$ cat src/rtl/add_sub_pkg.sv
// Shared mode encodings for the add_sub block.
// Decode is {S1, S2}.
package add_sub_pkg;

  localparam logic [1:0] MODE_ADD    = 2'b00;
  localparam logic [1:0] MODE_SUB_LS = 2'b10;
  localparam logic [1:0] MODE_SUB_SL = 2'b01;
  localparam logic [1:0] MODE_HOLD   = 2'b11;

  // True when the mode asks the result register to load a new value.
  function automatic logic mode_loads(logic [1:0] mode);
    return (mode == MODE_ADD) || (mode == MODE_SUB_LS) || (mode == MODE_SUB_SL);
  endfunction

endpackage

$ cat src/rtl/add_sub_core.sv
// Combinational add/subtract datapath for add_sub.
// Operands are zero-extended by one bit, so sums keep their carry and differences wrap mod 2^(WIDTH+1).
module add_sub_core
  import add_sub_pkg::*;
#(
  parameter int unsigned WIDTH = 4
) (
  input  logic [1:0]       mode,
  input  logic [WIDTH-1:0] l_op,
  input  logic [WIDTH-1:0] s_op,
  output logic [WIDTH:0]   result,
  output logic             load
);

  logic [WIDTH:0] l_ext;
  logic [WIDTH:0] s_ext;

  assign l_ext = {1'b0, l_op};
  assign s_ext = {1'b0, s_op};

  always_comb begin
    result = '0;
    load   = mode_loads(mode);
    case (mode)
      MODE_ADD:    result = l_ext + s_ext;
      MODE_SUB_LS: result = l_ext - s_ext;
      MODE_SUB_SL: result = s_ext - l_ext;
      default:     result = '0;
    endcase
  end

endmodule

$ cat src/rtl/add_sub.sv
// Registered add/subtract unit: dout = L+S, L-S, S-L or hold, selected by {S1,S2}.
// Defining ADD_SUB_PIPE_EN adds a resettable input register stage (2-cycle latency).
module add_sub
  import add_sub_pkg::*;
#(
  parameter int unsigned WIDTH = 4
) (
  input  logic             CLK,
  input  logic             RST,
  input  logic             S1,
  input  logic             S2,
  input  logic [WIDTH-1:0] mat_L,
  input  logic [WIDTH-1:0] mat_S,
  output logic [WIDTH:0]   dout
);

  logic [1:0]       mode;
  logic [WIDTH-1:0] l_op;
  logic [WIDTH-1:0] s_op;
  logic [WIDTH:0]   result;
  logic             load;

`ifdef ADD_SUB_PIPE_EN
  logic [1:0]       mode_q;
  logic [WIDTH-1:0] l_q;
  logic [WIDTH-1:0] s_q;

  // Cleared stage decodes as 0 + 0, so dout stays 0 for the cycle after reset.
  always_ff @(posedge CLK) begin
    if (RST) begin
      mode_q <= '0;
      l_q    <= '0;
      s_q    <= '0;
    end else begin
      mode_q <= {S1, S2};
      l_q    <= mat_L;
      s_q    <= mat_S;
    end
  end

  assign mode = mode_q;
  assign l_op = l_q;
  assign s_op = s_q;
`else
  assign mode = {S1, S2};
  assign l_op = mat_L;
  assign s_op = mat_S;
`endif

  add_sub_core #(
    .WIDTH (WIDTH)
  ) u_core (
    .mode   (mode),
    .l_op   (l_op),
    .s_op   (s_op),
    .result (result),
    .load   (load)
  );

  always_ff @(posedge CLK) begin
    if (RST) begin
      dout <= '0;
    end else if (load) begin
      dout <= result;
    end
  end

endmodule

$ cat config.mk
export PLATFORM = sky130hd
export DESIGN_NAME = add_sub
export DESIGN_NICKNAME = d
export VERILOG_FILES = /design/src/rtl/add_sub_pkg.sv /design/src/rtl/add_sub_core.sv /design/src/rtl/add_sub.sv
export SDC_FILE = /design/constraint.sdc
export NUM_CORES = 1
export LEC_CHECK = 0
export CELL_PAD_IN_SITES_DETAIL_PLACEMENT = 0
export CELL_PAD_IN_SITES_GLOBAL_PLACEMENT = 2
export CORE_MARGIN = 5
export CORE_UTILIZATION = 27
export CTS_CLUSTER_SIZE = 20
export DETAILED_ROUTE_END_ITERATION = 10
export PLACE_DENSITY_LB_ADDON = 0.1
export SETUP_SLACK_MARGIN = 0.05
export SLEW_MARGIN = 30
export SYNTH_ARGS = -nofsm -noshare
export SYNTH_HDL_FRONTEND = slang
export SYNTH_SLANG_ARGS = --single-unit
export TNS_END_PERCENT = 30
$ cat constraint.sdc
create_clock -name CLK -period 4.9 [get_ports CLK]
set_input_delay 0.49 -clock CLK [delete_from_list [all_inputs] [get_ports CLK]]
set_output_delay 0.49 -clock CLK [all_outputs]
set_load 0.01 [all_outputs]
==> metrics.log, run 1 <==
INFO  metric dominant_combinational_cell_family_by_area_after_synthesis = adder cells
INFO  metric numPortBuffers = 16
INFO  metric grt_remaining_overflow = 0
INFO  metric largest_register_ffs = 5
INFO  metric synth_xor_xnor_area_share = roughly a tenth
INFO  metric fin_crit = ~2800 ps
INFO  metric max_freq = around 350 MHz
INFO  metric wl = roughly 1.3 mm
INFO  metric tritoncts = built
INFO  metric final_common_cell = clkdlybuf4s50_1
INFO  metric ys_ff_latch = 5
INFO  metric largest_net_degree_at_the_start_of_global_routing = 12
INFO  metric crit_start = S2
INFO  metric post_synth_inst_count = 70
INFO  metric synth_adder_area_share = a little over a quarter
INFO  metric max-vdd-ir-drop = around 0.00012 V
INFO  metric final_replace_weighted_congestion = roughly 0.74
INFO  metric yosys.area_share.simple = between 15 and 20%
INFO  metric synthesis.area_per_instance = 8.04 sq um
INFO  metric boundaryPins = 17
INFO  metric critical_path.max_fanout = 11
INFO  metric yosysUniqueCellTypes = 23
INFO  metric die-height = ~56 microns
INFO  metric number_of_antenna_violations_at_the_first_check_in_global_routing = 0
INFO  metric synth_sequential_area_ratio = ~18%
INFO  metric synth.largest_area_cell = ha_1
INFO  metric drt-wirelength-per-cell = 11.3 microns
INFO  metric path_clk_slew = around 40 ps
INFO  metric yosys_warnings = 0
INFO  metric setup_violations = 0
INFO  metric clock_root_cell = clkbuf_4
INFO  metric post_route_cells_drive_above_1_share = under 10%
INFO  metric setup_repair_after_global_routing_missed_its_margin = false
INFO  metric fin_worst_skew = 0 ps
INFO  metric remaining_drc_errors = 0
INFO  metric timing.final.hold_violations = 0
INFO  metric power_density = roughly 230 mW/mm^2
INFO  metric timing.rr.start = dout[2]
INFO  metric timing.critical_path.arrival = 2970 ps
INFO  metric worst-setup-path-type = primary input to flip-flop
INFO  metric detailedRoute.firstPassIterationCount = 4
INFO  metric cts_buffers = 3
INFO  metric post_cts_resized = 0
INFO  metric ctsHoldBuffers = 0
INFO  metric clock_tree.htree_level_count = 1
INFO  metric mappedNetlistNets = 93
INFO  metric placement_rows = 16
INFO  metric worst_pin_slew = 365 ps
INFO  metric core_region_area = roughly 0.0020 sq mm
INFO  metric vias_in_the_first_global_route = roughly 600
INFO  metric setup.worst_path.end_class = flip-flop
INFO  metric cts_num_sinks = 5
INFO  metric max_cap_viol_count = 0
INFO  metric largestRegisters = dout: 5 flops
INFO  metric fp.dieW = around 56 microns
INFO  metric floorplan.die_area = 0.00310 sq mm
INFO  metric most_frequent_cells_in_the_layout = clkdlybuf4s50_1, inv_1, nor2_1, a21oi_1, ha_1
INFO  metric synth_compound_area_share = ~20%
INFO  metric cts_max_path_buffers = 2
INFO  metric ys_top_cells_by_area = ha_1, dfxtp_1, a21oi_1
INFO  metric required = slightly above 5000 ps
INFO  metric min_from = dout[0]
INFO  metric dpl.hpwl = 1.16 mm
INFO  metric antenna-diode-count = 0
INFO  metric post_cts.repair.setup_buffers = 0
INFO  metric grt_first_pass_wirelength = approximately 2.5 mm
INFO  metric start_util = around 28%
INFO  metric critical_path.startpoint_type = primary input
INFO  metric slew-limit-headroom = between 70% and 80%
INFO  metric synth.mux.area_fraction = about 2%
INFO  metric r2r_setup_slack = roughly 4200 ps
INFO  metric slew_viol_final = 0
INFO  metric period_share = 57.7%
INFO  metric placed_instance_area = around 750 sq um
INFO  metric final.fill_count = around 220
INFO  metric fin_area = about 780 sq um
INFO  metric vias = roughly 540
INFO  metric min-delay-path-class = flip-flop to flip-flop
INFO  metric finalPower = 0.175 mW
INFO  metric synthDominantCellAreaShare = roughly a fifth
INFO  metric largest-register = dout
INFO  metric final_antenna_net_count = 0
INFO  metric route.detailed.vias_per_inst = 4.61
INFO  metric syn2layout_area_growth = 38.2%
INFO  metric leakagePower = around 0.34 nW
INFO  metric gr-usage-all-layers = about a tenth
INFO  metric fin_tns_setup = 0 ps
INFO  metric drt_first_iter_violations = 13
INFO  metric outcome = complete, no violations
INFO  metric insertion_delay = ~240 ps
INFO  metric synth_area = around 560 sq um
INFO  metric num-nets-final = roughly 110
==> path summary, 6_finish.rpt <==
path	cells after the start	end
max	8	dout[4]
min	2	dout[0]
max reg2reg	4	dout[2]
min reg2reg	2	dout[0]
==> metal layers <==
layer  GRT usage [%]  vias up  share of wire (%)
li1                -      278                  -
met1            13.2      244                 51
met2            15.9       13                 45
met3            3.94        0                3.6
met4            2.08        0                  0
met5               0        -                  0
==> cell usage after synthesis <==
cell type,instances
a211oi_1,2
a21oi_1,9
a21oi_2,1
a221oi_1,1
a221oi_2,1
a31oi_1,1
buf_2,1
dfxtp_1,5
fa_1,2
ha_1,9
inv_1,10
mux2_2,1
nand2_1,2
nand2b_1,1
nand3_1,1
nand3b_2,1
nor2_1,9
nor2b_1,2
nor3_1,1
o21ai_0,3
or3b_1,1
xnor2_1,4
xor2_1,2
==> kinds of logic (layout without fill, tap and decap cells) <==
kind of cell	Yosys count	in the layout
compound gates	18	18
xor+xnor	6	6
fa+ha+maj	11	11
buf+inv	11	30
flops	5	5
mux	1	1
simple gates	18	18
==> final cells by class <==
class / count / area (sq um) / area share [%]
timing repair buffer: 16 / 160 / 20.6
multi-input combinational: 54 / 420 / 54.0
inverter: 10 / 37.5 / 4.82
tap: 27 / 33.8 / 4.34
clock buffer: 4 / 26.3 / 3.38
sequential: 5 / 100 / 12.9
==> per-stage QoR <==
step | utilization [%] | std cells | worst slack (ps) | hold slack (ps)
final | 39.3 | 116 | 2070 | 508
after global routing | 39.3 | 116 | 1880 | 558
after CTS | 39.3 | 116 | 2050 | 520
after detailed placement | 37.9 | 112 | 1790 | 504
after global placement | 37.9 | 112 | 1840 | 501
after floorplan | - | 70 | 2690 | 532
==> worst max-delay path: stages <==
cell	delay (ps)
clkdlybuf4s50_1	690
nor2b_1	310
mux2_2	400
fa_1	420
nand2b_1	160
a21oi_1	150
xor2_1	90
a221oi_1	270
==> where the power goes <==
group / switching, mW / total, mW / internal (mW)
registers: 0.00239 / 0.0483 / 0.0459
logic: 0.0380 / 0.0797 / 0.0417
clock network: 0.0164 / 0.0471 / 0.0308
total: 0.0568 / 0.175 / 0.118
No activity file was read; power rests on OpenSTA's default activity.
==> inputs of run 2 (changes only) <==
CORE_UTILIZATION = 22   (was 27)
clock period = 2.3 ns   (was 4.9 ns; I/O delays follow)
==> run 2 against run 1 <==
  * Sequential power is 110% higher
  * Critical path depth is 1 higher
  * Die area is 18% higher
  * Setup slack worse by 1900 ps
  * Final area is 13% higher
  * Cell count is 11% higher
  * Global-route usage is 1.2 points lower
  * Combinational power grew to 2.6 times the previous value
  * Total power is 130% higher
  * Largest cell class unchanged
  * Clock skew stayed put
  * Via count is 5.4% higher
==> metrics.log, run 2 (same netlist as run 1, synthesis figures left out) <==
INFO  metric outcome = complete, no violations
INFO  metric min_from = dout[0]
INFO  metric slew_viol_final = 0 (unchanged)
INFO  metric finalWorstSetupSlack = 150 ps (-1920 ps)
INFO  metric min-delay-path-class = flip-flop to flip-flop
INFO  metric final_antenna_net_count = 0 (unchanged)
INFO  metric power.combinational.fraction = 50.3% (+4.8 points)
INFO  metric number_of_antenna_violations_at_the_first_check_in_global_routing = 0 (unchanged)
INFO  metric vias = 564 (+5.4%)
INFO  metric ctsHoldBuffers = 0 (unchanged)
INFO  metric cts_num_sinks = 5 (unchanged)
INFO  metric gr-usage-all-layers = 8.99% (-1.2 points)
INFO  metric syn2layout_area_growth = 56.4%
INFO  metric start_util = 22.9% (-5.5 points)
INFO  metric dpl.hpwl = 1.26 mm (+8.4%)
INFO  metric timing.final.hold_violations = 0 (unchanged)
INFO  metric hold_path_end = dout[0]
INFO  metric antenna-diode-count = 0 (unchanged)
INFO  metric post_route_cells_drive_above_1_share = 21.2% (+13 points)
INFO  metric clock_root_cell = clkbuf_4
INFO  metric period_share = approximately 93%
INFO  metric post-place-ws = -227 ps (-2020 ps)
INFO  metric critical_path.startpoint_type = primary input
INFO  metric final_common_cell = clkdlybuf4s50_1
INFO  metric max_cap_viol_count = 0 (unchanged)
INFO  metric core_region_area = 0.00245 sq mm (+24%)
INFO  metric clock_tree.htree_level_count = 1 (unchanged)
INFO  metric grt_remaining_overflow = 0 (unchanged)
INFO  metric setup.worst_path.end_class = flip-flop
INFO  metric worstHoldPathCells = 2 (unchanged)
INFO  metric worst-r2r-cell-count = 4 (unchanged)
INFO  metric worst-setup-path-type = primary input to flip-flop
INFO  metric detailedRoute.firstPassIterationCount = 3 (-1)
INFO  metric numPortBuffers = 16 (unchanged)
INFO  metric final.fill_count = 276 (+27%)
INFO  metric fin_crit = ~2100 ps
INFO  metric leakagePower = 0.398 nW (+17%)
INFO  metric crit-reg2reg-capture = dout[2]
INFO  metric total_switching_power = 0.131 mW (+130%)
INFO  metric cts_buffers = 3 (unchanged)
INFO  metric p_seq_share = 25.2% (-2.4 points)
INFO  metric finalPower = 0.407 mW (+130%)
INFO  metric timing.rr.start = dout[2]
INFO  metric max_freq = between 400 and 500 MHz
INFO  metric most_frequent_cells_in_the_layout = clkdlybuf4s50_1, inv_1, buf_4
INFO  metric setup_violations = 0 (unchanged)
INFO  metric required = 2450 ps (-2600 ps)
INFO  metric route.detailed.vias_per_inst = 4.37 (-5.2%)
INFO  metric fin_worst_skew = 0 ps (unchanged)
INFO  metric largest_register_ffs = 5 (unchanged)
INFO  metric fin_area = 881 sq um (+13%)
INFO  metric finalHoldWorstSlack = 505 ps (-2.95 ps)
INFO  metric final_core_util = 35.9% (-3.4 points)
INFO  metric placement_rows = 18 (+2)
INFO  metric switching_share = 32.2% (-0.25 points)
INFO  metric wl = 1.44 mm (+10%)
INFO  metric clock_power_share = 24.5% (-2.4 points)
INFO  metric post_cts.repair.setup_buffers = 0 (unchanged)
INFO  metric final_replace_weighted_congestion = 0.777 (+5.7%)
INFO  metric boundaryPins = 17 (unchanged)
INFO  metric timing.critical_path.arrival = 2300 ps (-670 ps)
INFO  metric setup_repair_after_global_routing_missed_its_margin = false
INFO  metric insertion_delay = 240 ps (about the same)
INFO  metric power.internal = 0.276 mW (+130%)
INFO  metric critical_path.max_fanout = 2 (-9)
INFO  metric floorplan.die_area = 0.00367 sq mm (+18%)
INFO  metric largestRegisters = dout: 5 flops
INFO  metric r2r_setup_slack = 1550 ps (-2600 ps)
INFO  metric path_clk_slew = 40 ps (about the same)
INFO  metric vias_in_the_first_global_route = 562 (-4.3%)
INFO  metric largest-register = dout
INFO  metric drt-wirelength-per-cell = 11.2 microns (-1.0%)
INFO  metric num-nets-final = 123 (+8.8%)
INFO  metric max-vdd-ir-drop = 0.000152 V (+22%)
INFO  metric grt_first_pass_wirelength = 2.35 mm (-7.6%)
INFO  metric power_density = 462 mW/mm^2 (+110%)
INFO  metric drt_first_iter_violations = 4 (-9)
INFO  metric tritoncts = built
INFO  metric placed_instance_area = 831 sq um (+10%)
INFO  metric remaining_drc_errors = 0 (unchanged)
INFO  metric fp.dieW = 60.6 microns (+8.8%)
INFO  metric worst_pin_slew = 246 ps (-119 ps)
INFO  metric die-height = 60.6 microns (+8.8%)
INFO  metric cts_max_path_buffers = 2 (unchanged)
INFO  metric slew-limit-headroom = 83.5% (+7.9 points)
INFO  metric largest_net_degree_at_the_start_of_global_routing = 11 (-1)
run 2: repair_timing:
action	CTS	global route
gates cloned	0	0
gates resized for setup	2	3
setup endpoints to repair	1	1
pin swaps	0	3
run 2: how the worst max path moves through the flow:
stage / endpoint / from / cells past startpoint
after floorplan: dout[4] / S2 / 7
after global placement: dout[4] / mat_L[0] / 9
after detailed placement: dout[4] / mat_L[0] / 9
after CTS: dout[4] / mat_L[0] / 9
after global routing: dout[4] / mat_L[0] / 9
final: dout[4] / mat_L[0] / 9
run 2: worst max-delay path: stages:
cell	delay [ps]
clkdlybuf4s50_1	470
inv_1	60
ha_1	290
mux2_4	290
fa_2	350
nand2b_4	150
a21oi_2	130
xor2_1	90
a221oi_2	230
run 2: layer usage:
layer | vias to the layer above | wire length [microns] | global-route usage [%]
li1 | 300 | - | -
met1 | 249 | 649 | 10.3
met2 | 11 | 686 | 13.7
met3 | 4 | 73 | 2.55
met4 | 0 | 34 | 7.43
met5 | - | 0 | 0
run 2: stage by stage:
stage / setup TNS [ps] / instances
detailed placement: -325 / 125
global placement: -268 / 125
CTS: 0 / 129
global route: 0 / 129
floorplan: 0 / 70
finish: 0 / 129
run 2: power by group through the flow:
| stage | sequential (mW) | clock, mW | combinational [mW] |
|---|---|---|---|
| final | 0.103 | 0.0998 | 0.205 |
| after floorplan | 0.109 | 0 | 0.100 |
| after global placement | 0.104 | 0 | 0.196 |
| after CTS | 0.103 | 0.108 | 0.199 |
| after global routing | 0.104 | 0.114 | 0.227 |
| after detailed placement | 0.104 | 0 | 0.195 |
run 2: final cells by class:
cell class                      count  area (sq um)  share of cell area, %
Tap cell                           30          37.5                   4.26
Sequential cell                     5           100                   11.4
Timing Repair Buffer               26           235                   26.7
Clock buffer                        4          26.3                   2.98
Inverter                           10          37.5                   4.26
Multi-Input combinational cell     54           444                   50.4
==> variant 1 (flow settings as in run 1) <==
The option `ADD_SUB_PIPE_EN` is turned on by a define.
--- a/src/rtl/add_sub.sv
+++ b/src/rtl/add_sub.sv
@@ -1,5 +1,7 @@
 // Registered add/subtract unit: dout = L+S, L-S, S-L or hold, selected by {S1,S2}.
 // Defining ADD_SUB_PIPE_EN adds a resettable input register stage (2-cycle latency).
+`define ADD_SUB_PIPE_EN
+
 module add_sub
   import add_sub_pkg::*;
 #(
Function: changed (Yosys sat finds a counterexample within 4 cycles, from zero or initial values and one cycle with RST high).
==> variant 1 against run 1 <==
Worst setup slack better by 400 ps. Sequential cell count up 10. Cell count is 22% higher. Design area grew 35%. Wire length rose by 24%. Synthesized area up 47%. Total power grew 72%. Hold slack better by 9.5 ps. Largest cell class unchanged.
==> variant 1: results <==
export IMPL_status="completed"
export IMPL_clk_latency_ps=280
export IMPL_wl_um=1626
export IMPL_critPathTopFamily="flip-flops"
export IMPL_synth_cell_types=24
export IMPL_slew_headroom=0.6217
export IMPL_cp_startpoint="mode[0]$_SDFF_PP0_"
export IMPL_cp_arrival_ps=2620
export IMPL_routed_via_density=4.415
export IMPL_dp_hpwl_um=1309
export IMPL_syn_avg_cell_area_sq_um=9.116
export IMPL_slowest_stage="dfxtp_1"
export IMPL_drtIter0Drc=19
export IMPL_setup_worst_path_class="reg2reg"
export IMPL_syn_nets=114
export IMPL_avgRoutedWirePerCell_um=11.45
export IMPL_reg2regPathDepth=7
export IMPL_clkTransAtPathRegs_ps=100
export IMPL_leakagePower_nw=0.4309
export IMPL_ir_worst_vdd_mv=0.1050
export IMPL_critPathMaxStageDelay_ps=520
export IMPL_clock_path_buffers=2
export IMPL_drive_gt1_frac=0.06422
export IMPL_yosysSeqAreaShare=0.3620
export IMPL_grt_max_degree=16
export IMPL_crit_fanout=11
export IMPL_clock_skew_ps=2.115
export IMPL_hold_start="dout[0]$_SDFFE_PP0P_"
export IMPL_placed_cells=138
export IMPL_cts_setup_buffers=0
export IMPL_yosys_warnings=0
export IMPL_finalNetCount=133
export IMPL_routabilityCongestion=0.7831
export IMPL_grt_first_pass_wirelength_um=2849
export IMPL_r2r_slack_ps=2470
export IMPL_grt_pass1_vias=659
export IMPL_worstReg2RegEnd="dout[4]$_SDFFE_PP0P_"
export IMPL_grt_antenna_before_repair=0
export IMPL_synth_top_cells_by_count="15 x dfxtp_1, 12 x nor2b_1, 10 x inv_1"
export IMPL_yosys_top_cells_area="dfxtp_1 36%, ha_1 14%, nor2b_1 9.0%, a21oi_1 5.4%, fa_1 4.8%"
export IMPL_h_tree_depth=1
export IMPL_p_int_uw=212.5
export IMPL_cts_resized_gates=0
export IMPL_grt_usage=0.08716
export IMPL_largest_reg_flops=5
==> variant 1: cell types whose count changed in the layout (fill, tap and decap cells not counted) <==
cell / delta
nor2b_1: +10
dfxtp_1: +10
==> variant 1: power groups by stage <==
stage / sequential, mW / clock, mW / combinational [mW]
floorplan: 0.144 / 0 / 0.0546
global placement: 0.144 / 0 / 0.0904
detailed placement: 0.144 / 0 / 0.0892
CTS: 0.141 / 0.0764 / 0.0897
global route: 0.142 / 0.0826 / 0.0992
finish: 0.140 / 0.0735 / 0.0880
==> variant 1: kinds of logic (layout without fill, tap and decap cells) <==
group	after synthesis	in the layout	share of synthesized area
buffers and inverters	12	30	0.05580
DFF	15	15	0.3620
AOI/OAI and AO/OA	18	18	0.1372
xor gates and xnor gates	6	6	0.06335
muxes	1	1	0.01357
adders and majority gates	11	11	0.1840
and+or+nand+nor	28	28	0.1840
==> variant 1: metal layers <==
layer,vias up,global-route usage,part of all wire
li1,335,-,-
met1,270,0.1038,0.49
met2,18,0.1416,0.44
met3,4,0.02906,0.058
met4,0,0.03886,0.018
met5,-,0,0
==> variant 1: per-stage QoR <==
step | area, sq um | hold WS (ps) | setup WS, ps | util | power (mW)
after floorplan | 829.5 | 534.7 | 2804 | - | 0.1989
after global placement | 1022 | 488.7 | 2542 | 0.3404 | 0.2341
after detailed placement | 1022 | 503.3 | 2458 | 0.3404 | 0.2329
after CTS | 1049 | 523.3 | 2436 | 0.3492 | 0.3069
after global routing | 1049 | 549.5 | 2278 | 0.3492 | 0.3241
final | 1049 | 517.6 | 2470 | 0.3492 | 0.3019
==> variant 1: area by class of cell <==
class	count	area, sq um
timing repair buffer	16	160.2
inverter	10	37.54
multi-input combinational	64	483.0
sequential	15	300.3
tap	33	41.29
clock buffer	4	26.28
fill	325	1954
==> variant 2 (config.mk and constraints of run 1) <==
Made on the original files. Remove the case item `MODE_SUB_SL` of the case on `mode`.
--- a/src/rtl/add_sub_core.sv
+++ b/src/rtl/add_sub_core.sv
@@ -24,7 +24,6 @@
     case (mode)
       MODE_ADD:    result = l_ext + s_ext;
       MODE_SUB_LS: result = l_ext - s_ext;
-      MODE_SUB_SL: result = s_ext - l_ext;
       default:     result = '0;
     endcase
   end
Behaviour: not the same (a bounded check fails within 4 cycles, from zero or initial values and one cycle with RST high).
==> variant 2 against run 1 <==
Via count down 22%. Wire length down 21%. Largest power group unchanged. Count of clock-buffer cells in the layout unchanged. Highest routed layer unchanged. Sequential share of layout area up 3.4 points. Largest cell class unchanged. Combinational power down 32%. Design area down 21%. Synthesized area down 25%. Sequential cell count unchanged. Total power down 14%. Worst setup slack better by 390 ps. Utilization up 2.1 points. Register-to-register slack worse by 100 ps.
==> variant 2: results <==
export IMPL_drtIter0Drc=15
export IMPL_finalNetCount=88
export IMPL_drtPass1Iterations=4
export IMPL_worst_pin_slew_ps=305.5
export IMPL_avgRoutedWirePerCell_um=12.26
export IMPL_grt_pass1_vias=412
export IMPL_cts_setup_buffers=0
export IMPL_drive_gt1_frac=0.07246
export IMPL_dp_hpwl_um=835.9
export IMPL_async_flop_share=0
export IMPL_reg_largest_list="dout x5"
export IMPL_io_buffers=16
export IMPL_crit_fanout=10
export IMPL_leakagePower_nw=0.2452
export IMPL_cts_buffers=3
export IMPL_cp_arrival_ps=2580
export IMPL_ir_worst_vdd_mv=0.1392
export IMPL_clockRootBuffer="clkbuf_4"
export IMPL_yosysSeqAreaShare=0.2381
export IMPL_grt_max_degree=11
export IMPL_yosys_top_cells_area="dfxtp_1 24%, ha_1 15%, nand3_1 6.0%, a21oi_1 4.8%, fa_1 4.8%"
export IMPL_clkTransAtPathRegs_ps=50
export IMPL_routabilityCongestion=0.7180
export IMPL_hold_class="reg2reg"
export IMPL_grt_antenna_before_repair=0
export IMPL_grt_first_pass_wirelength_um=1835
export IMPL_grt_usage=0.09647
export IMPL_yosys_warnings=0
export IMPL_synth_top_cells_by_count="5 x dfxtp_1, 5 x ha_1, 5 x inv_1, 5 x nand3_1"
export IMPL_syn_nets=68
export IMPL_n_fill_cell=159
export IMPL_cts_resized_gates=0
export IMPL_clock_path_buffers=2
export IMPL_diodes=0
export IMPL_status="completed"
export IMPL_h_tree_depth=1
export IMPL_routed_via_density=4.894
export IMPL_pre_cts_slack_ps=2223
export IMPL_synth_cell_types=23
export IMPL_clock_skew_ps=0
export IMPL_clk_latency_ps=240
==> variant 2: changes by cell type after synthesis, sizes merged, moves of 3 or more <==
| cell | delta |
|---|---|
| a21oi | -6 |
| ha | -4 |
| nand3 | +4 |
| nor2 | -5 |
| inv | -5 |
| o21ai | -3 |
==> variant 2: cells by family after synthesis <==
kind of cell / synth area share
AOI/OAI and AO/OA: 0.1667
adders and majority gates: 0.1964
DFF: 0.2381
and+or+nand+nor: 0.2411
buffers and inverters: 0.07143
xor gates and xnor gates: 0.06251
muxes: 0.02381
==> variant 2: final cells by class <==
class / count / area, sq um / area share
timing repair buffer: 16 / 160.2 / 0.2602
multi-input combinational: 39 / 290.3 / 0.4715
sequential: 5 / 100.1 / 0.1626
clock buffer: 4 / 26.28 / 0.04268
tap: 16 / 20.02 / 0.03252
inverter: 5 / 18.77 / 0.03049
==> variant 2: final timing paths <==
path                   startpoint                   end  slack, ps  depth (start not counted)
max reg2reg  dout[4]$_SDFFE_PP0P_  dout[4]$_SDFFE_PP0P_       4050                          3
max                            S2  dout[3]$_SDFFE_PP0P_       2460                          8
min          dout[1]$_SDFFE_PP0P_  dout[1]$_SDFFE_PP0P_        470                          2
min reg2reg  dout[1]$_SDFFE_PP0P_  dout[1]$_SDFFE_PP0P_        470                          2
==> variant 2: report_power, final <==
| group | internal [mW] | switching, mW |
|---|---|---|
| logic | 0.0292 | 0.0250 |
| registers | 0.0450 | 0.00208 |
| clock network | 0.0309 | 0.0179 |
| total | 0.105 | 0.0450 |
==> variant 2: stage by stage <==
step / area (sq um) / std cells
floorplan: 420.4 / 50
global placement: 589.3 / 81
detailed placement: 589.3 / 81
CTS: 615.6 / 85
global route: 615.6 / 85
finish: 615.6 / 85
==> variant 2: worst max-delay path, stage by stage <==
cell and delay, ps:
clkdlybuf4s50_1 640, and2b_2 290, nor2_1 120, xnor2_1 80
ha_1 340, a21oi_1 100, a2111o_1 400, o311ai_0 90
==> variant 2: routing by layer <==
metal	GRT usage	part of all wire
met1	0.1204	0.47
met4	0.03930	0
met2	0.1416	0.47
met5	0	0
met3	0.04518	0.058
